`src/rtl/pip_pkg.sv`:
```
// Shared definitions for the pipeline hazard controller: FSM encoding and
// default geometry.
package pip_pkg;

  localparam int unsigned DEF_REGADDR_WIDTH = 3;
  localparam int unsigned DEF_CNT_WIDTH     = 16;
  localparam int unsigned DEF_WAIT_TIMEOUT  = 255;

  typedef enum logic [1:0] {
    ST_RUN      = 2'd0,
    ST_MEM_WAIT = 2'd1,
    ST_HALT     = 2'd2
  } state_e;

endpackage

```
`src/rtl/hazard_detect.sv`:
```
// Load-use hazard compare between the EX load destination and ID sources.
module hazard_detect
  import pip_pkg::*;
#(
  parameter int unsigned REGADDR_WIDTH = DEF_REGADDR_WIDTH
) (
  input  logic [REGADDR_WIDTH-1:0] id_rs_i,
  input  logic [REGADDR_WIDTH-1:0] id_rt_i,
  input  logic                     id_uses_rt_i,
  input  logic                     ex_mem_read_i,
  input  logic [REGADDR_WIDTH-1:0] ex_rd_i,
  output logic                     load_use_c
);

  // Register 0 is hardwired, so a load targeting it can never hazard.
  assign load_use_c = ex_mem_read_i && (ex_rd_i != '0) &&
                      ((ex_rd_i == id_rs_i) || (id_uses_rt_i && (ex_rd_i == id_rt_i)));

endmodule

```
`src/rtl/pipe_hazard_ctrl.sv`:
```
// Pipeline hazard controller: memory-wait stall, branch flush, load-use
// stall, wait timeout halt and saturating performance counters.
module pipe_hazard_ctrl
  import pip_pkg::*;
#(
  parameter int unsigned REGADDR_WIDTH = DEF_REGADDR_WIDTH,
  parameter int unsigned CNT_WIDTH     = DEF_CNT_WIDTH,
  parameter int unsigned WAIT_TIMEOUT  = DEF_WAIT_TIMEOUT
) (
  input  logic                     clk,
  input  logic                     reset,
  input  logic [REGADDR_WIDTH-1:0] id_rs,
  input  logic [REGADDR_WIDTH-1:0] id_rt,
  input  logic                     id_uses_rt,
  input  logic                     ex_mem_read,
  input  logic [REGADDR_WIDTH-1:0] ex_rd,
  input  logic                     ex_branch_taken,
  input  logic                     mem_req,
  input  logic                     mem_ready,
  output logic                     pc_write,
  output logic                     if_id_write,
  output logic                     if_id_flush,
  output logic                     id_ex_flush,
  output logic                     pipe_hold,
  output logic                     halt_err,
  output logic [CNT_WIDTH-1:0]     stall_cnt,
  output logic [CNT_WIDTH-1:0]     flush_cnt
);

  localparam int unsigned WCNT_WIDTH = $clog2(WAIT_TIMEOUT + 1);

  state_e                  state_q, state_d;
  logic [WCNT_WIDTH-1:0]   wait_cnt_q, wait_cnt_d;
  logic [WCNT_WIDTH-1:0]   wait_inc;
  logic [CNT_WIDTH-1:0]    stall_cnt_q, stall_cnt_d;
  logic [CNT_WIDTH-1:0]    flush_cnt_q, flush_cnt_d;
  logic                    halt_err_q, halt_err_d;
  logic                    load_use;
  logic                    mem_stall;
  logic                    branch_flush;

  hazard_detect #(
    .REGADDR_WIDTH (REGADDR_WIDTH)
  ) u_hazard_detect (
    .id_rs_i       (id_rs),
    .id_rt_i       (id_rt),
    .id_uses_rt_i  (id_uses_rt),
    .ex_mem_read_i (ex_mem_read),
    .ex_rd_i       (ex_rd),
    .load_use_c    (load_use)
  );

  assign wait_inc  = wait_cnt_q + WCNT_WIDTH'(1);
  assign mem_stall = ((state_q == ST_RUN) && mem_req && !mem_ready) ||
                     ((state_q == ST_MEM_WAIT) && !mem_ready);

  always_ff @(posedge clk) begin
    if (!reset) begin
      state_q     <= ST_RUN;
      wait_cnt_q  <= '0;
      stall_cnt_q <= '0;
      flush_cnt_q <= '0;
      halt_err_q  <= 1'b0;
    end else begin
      state_q     <= state_d;
      wait_cnt_q  <= wait_cnt_d;
      stall_cnt_q <= stall_cnt_d;
      flush_cnt_q <= flush_cnt_d;
      halt_err_q  <= halt_err_d;
    end
  end

  // Next state and Mealy control outputs; branch and load-use are only
  // acted on once memory is no longer stalling, so nothing is lost.
  always_comb begin
    state_d      = state_q;
    wait_cnt_d   = wait_cnt_q;
    halt_err_d   = halt_err_q;
    pc_write     = 1'b1;
    if_id_write  = 1'b1;
    if_id_flush  = 1'b0;
    id_ex_flush  = 1'b0;
    pipe_hold    = 1'b0;
    branch_flush = 1'b0;
    if (!reset) begin
      pc_write    = 1'b0;
      if_id_write = 1'b0;
      if_id_flush = 1'b1;
      id_ex_flush = 1'b1;
    end else begin
      case (state_q)
        ST_HALT: begin
          pc_write    = 1'b0;
          if_id_write = 1'b0;
          pipe_hold   = 1'b1;
        end
        default: begin
          if (mem_stall) begin
            pc_write    = 1'b0;
            if_id_write = 1'b0;
            pipe_hold   = 1'b1;
            state_d     = ST_MEM_WAIT;
            if (state_q == ST_RUN) begin
              wait_cnt_d = WCNT_WIDTH'(1);
            end else begin
              wait_cnt_d = wait_inc;
              if (wait_inc >= WCNT_WIDTH'(WAIT_TIMEOUT)) begin
                state_d    = ST_HALT;
                halt_err_d = 1'b1;
              end
            end
          end else begin
            state_d    = ST_RUN;
            wait_cnt_d = '0;
            if (ex_branch_taken) begin
              if_id_flush  = 1'b1;
              id_ex_flush  = 1'b1;
              branch_flush = 1'b1;
            end else if (load_use) begin
              pc_write    = 1'b0;
              if_id_write = 1'b0;
              id_ex_flush = 1'b1;
            end
          end
        end
      endcase
    end
  end

  // Saturating performance counters; frozen while reset is asserted.
  always_comb begin
    stall_cnt_d = stall_cnt_q;
    flush_cnt_d = flush_cnt_q;
    if (reset && !pc_write && (stall_cnt_q != '1)) begin
      stall_cnt_d = stall_cnt_q + CNT_WIDTH'(1);
    end
    if (branch_flush && (flush_cnt_q != '1)) begin
      flush_cnt_d = flush_cnt_q + CNT_WIDTH'(1);
    end
  end

  assign halt_err  = halt_err_q;
  assign stall_cnt = stall_cnt_q;
  assign flush_cnt = flush_cnt_q;

endmodule

```
`config.mk`:
```
export PLATFORM = sky130hd
export DESIGN_NAME = pipe_hazard_ctrl
export DESIGN_NICKNAME = d
export VERILOG_FILES = /design/src/rtl/pip_pkg.sv /design/src/rtl/hazard_detect.sv /design/src/rtl/pipe_hazard_ctrl.sv
export SDC_FILE = /design/constraint.sdc
export NUM_CORES = 1
export LEC_CHECK = 0
export ABC_CLOCK_PERIOD_IN_PS = 4300
export CAP_MARGIN = 20
export CORE_ASPECT_RATIO = 0.8
export CORE_MARGIN = 2
export CORE_UTILIZATION = 53
export CTS_CLUSTER_SIZE = 8
export DETAILED_ROUTE_END_ITERATION = 16
export PLACE_DENSITY = 0.92
export SETUP_SLACK_MARGIN = 0.5
export SYNTH_ARGS = -nofsm -noshare
export SYNTH_HDL_FRONTEND = slang
export SYNTH_SLANG_ARGS = --single-unit
```
`constraint.sdc`:
```
create_clock -name clk -period 4.3 [get_ports clk]
set_input_delay 0.86 -clock clk [delete_from_list [all_inputs] [get_ports clk]]
set_output_delay 0.86 -clock clk [all_outputs]
set_load 0.005 [all_outputs]
```
==> results of run 1 <==
final timing paths:
path | start | endpoint | slack (ps) | cells past startpoint
setup / recovery | ex_rd[0] | if_id_write | 640 | 5
hold / removal | halt_err | halt_err | 490 | 1
setup reg to reg | stall_cnt[0] | stall_cnt[5] | 2080 | 7
hold reg to reg | halt_err | halt_err | 490 | 1
routing by layer:
layer	GRT usage, %	vias up	share of wire (%)
met1	29.1	1011	46
met2	37.1	51	47
met3	5.09	6	5.3
met4	11.6	0	1.5
li1	-	1057	-
met5	0	-	0
per-stage QoR:
stage	total power, W	worst slack, ps
floorplan	0.000454	1570
global placement	0.000484	728
detailed placement	0.000487	654
CTS	0.000755	633
global route	0.000784	536
finish	0.000751	641
flip-flops by register name, summed over array words and instances (netlist names):
signal	cells
stall_cnt	16
halt_err	1
state_q	2
flush_cnt	16
wait_cnt_q	8
cells in the mapped netlist (all sizes together) (4+ instances only):
cell	instances	area share, %
or4	4	1.3
buf	4	1.8
dfxtp	43	38
xor2	9	3.5
xnor2	13	5.1
o31ai	9	3.0
nor2	34	5.8
o21ai	12	3.0
nand3	14	3.1
nand4	14	3.9
nand2	20	3.3
ha	4	2.2
a21oi	12	3.3
clkbuf	5	0.84
and3	5	1.4
inv	7	1.2
o211ai	5	2.3
worst max-delay path: stages:
cell and delay [ps]:
clkdlybuf4s50_1 480, o31ai_1 440, a21oi_4 90, a211oi_1 360, clkdlybuf4s50_1 570
layout by cell type, fill, tap and decap left out, types with 5 or more instances in the layout:
cell type	count
clkbuf_8	5
inv_1	7
and3_1	5
xor2_1	9
nand3_1	14
o21ai_0	10
nand4_1	14
nor2_1	33
dfxtp_1	43
a21oi_1	10
o31ai_1	9
xnor2_1	13
nand2_1	20
clkdlybuf4s50_1	53
power groups by stage:
stage          clock, W  sequential [W]  combinational [W]
2_1_floorplan         0        0.000414          0.0000400
3_3_place_gp          0        0.000415          0.0000684
3_5_place_dp          0        0.000416          0.0000713
4_1_cts        0.000277        0.000406          0.0000717
5_1_grt        0.000299        0.000407          0.0000780
6_report       0.000273        0.000406          0.0000717
layout make-up:
class | instances | share of cell area [%]
inverter | 7 | 0.909
multi-input combinational | 199 | 44.8
clock inverter | 3 | 0.822
sequential | 43 | 29.8
clock buffer | 5 | 2.38
tap | 57 | 2.47
timing repair buffer | 55 | 18.9
cell families after synthesis:
group / share of synthesized area (%)
XOR/XNOR: 8.59
AND/OR/NAND/NOR: 26.5
adder cells (fa/ha/maj): 2.23
buffers and inverters: 3.85
multiplexers: 1.34
flip-flops: 38.4
AO/OA/AOI/OAI: 19.1
==> impl_metrics.csv, run 1 <==
group,metric,value,unit
outcome,status,"completed",
drt,dr.first_iter.drc_count,161,
synthesis,synth_edf_count,0,
global_routing,grt.total_usage,23.0,%
final_layout,regArea,861,µm²
synthesis,syn_area,2240,µm²
timing,fin_crit,3660,ps
final_layout,syn_to_final_growth,29.0,%
worst_setup_path,cp.required,3440,ps
timing,rsz0062_at_grt,"false",
power_and_ir_drop,p_leak,0.945,nW
power_and_ir_drop,ir_worst_vdd,0.000223,V
floorplan,dieArea,4770,µm²
timing,worst_pin_slew,887,ps
drt,drt_pre_antenna_iters,4,
placement,gp_congestion,0.818,
synthesis,async_flop_share,0,%
global_routing,grt-ovfl-total,0,
final_layout,post-route-util,70.1,%
power_and_ir_drop,p_int,0.000553,W
clock_tree,clock-sinks,43,
drt,vias,2125,
timing,setup_violations,0,
drt,wirelength,5250,µm
final_layout,nets,331,
timing,drv_slew,0,
placement,hpwlAfterDp,3730,µm
floorplan,fp.dieW,76.7,µm
power_and_ir_drop,p_sw_share,26.3,%
global_routing,grt_pass1_vias,1904,
timing,hold_viol_final,0,
drt,drtAntennaViolNets,0,
timing,period_share,85.1,%
power_and_ir_drop,comb_power_share,9.6,%
clock_tree,cts_tree,"yes",
synthesis,yosys_warnings,0,
synthesis,yosys_most_used_dff,"dfxtp_1",
drt,viasPerCell,5.76,
clock_tree,cts.repair.resized,0,
global_routing,antenna_found_initial,0,
drt,wl_per_cell,14.2,µm
global_routing,grt_max_degree,31,
synthesis,postSynthAreaPerCell,8.69,µm²
clock_tree,clk_pin_slew,80,ps
worst_setup_path,worst-setup-path-type,"input pin to primary output",
timing,relSlewSlack,40.8,%
placement,postPlaceCellArea,2800,µm²
timing,setup_tns,0,ps
floorplan,core_region_area,4130,µm²
floorplan,start_util,54.4,%
global_routing,grt_pass1_wl,8890,µm
final_layout,instances_no_fill,369,
clock_tree,ctsRootBufferMaster,"clkbuf_8",
final_layout,final_cell_area,2890,µm²
placement,io_buffers,53,
floorplan,die_h,62.2,µm
power_and_ir_drop,power_density,260,nW/µm²
power_and_ir_drop,clkPwrFrac,36.3,%
placement,placed_cells,361,
floorplan,rows,21,
synthesis,synth_nets,278,
synthesis,ys_ff_latch,43,
worst_setup_path,end_kind,"primary output",
clock_tree,htreeDepth,2,
final_layout,layout-drive-gt1-share,7.05,%
timing,hold_ws,485,ps
flow_run,max_cap_viol_count,0,
drt,drcViolationCount,0,
final_layout,num_antenna_cells,0,
final_layout,n_fill_cell,344,
floorplan,io_pins,54,
power_and_ir_drop,p_sw,0.000197,W
clock_tree,cts-hold-fix-buffers,0,
hold_path,worstHoldPathType,"register to register",
synthesis,synth_cell_types,48,
synthesis,ys_seq_area_share,38.4,%
clock_tree,cts.path.max_buffers,2,
power_and_ir_drop,power_frac_seq,54.1,%
worst_setup_path,critPathArrivalTime,2800,ps
worst_setup_path,crit_path_max_fanout,5,
worst_setup_path,start_kind,"input pin",
clock_tree,insertion_delay,310,ps
clock_tree,cts_buffers,5,
timing,finClkSkew,4.21,ps
synthesis,postSynthCellCount,258,
final_layout,multi_input_area,1290,µm²
timing,max_freq,273,MHz
clock_tree,cts_setup_buffers,0,
Power figures use the tool's default switching activity.
==> run 2, diff against run 1 <==
--- a/config.mk
+++ b/config.mk
@@ -6,12 +6,12 @@
 export NUM_CORES = 1
 export LEC_CHECK = 0
 export ABC_CLOCK_PERIOD_IN_PS = 4300
-export CAP_MARGIN = 20
 export CORE_ASPECT_RATIO = 0.8
 export CORE_MARGIN = 2
 export CORE_UTILIZATION = 53
 export CTS_CLUSTER_SIZE = 8
 export DETAILED_ROUTE_END_ITERATION = 16
+export GPL_ROUTABILITY_DRIVEN = 0
 export PLACE_DENSITY = 0.92
 export SETUP_SLACK_MARGIN = 0.5
 export SYNTH_ARGS = -nofsm -noshare
==> results of run 2 <==
No change in the layout: final DEF, timing and power equal those of run 1.
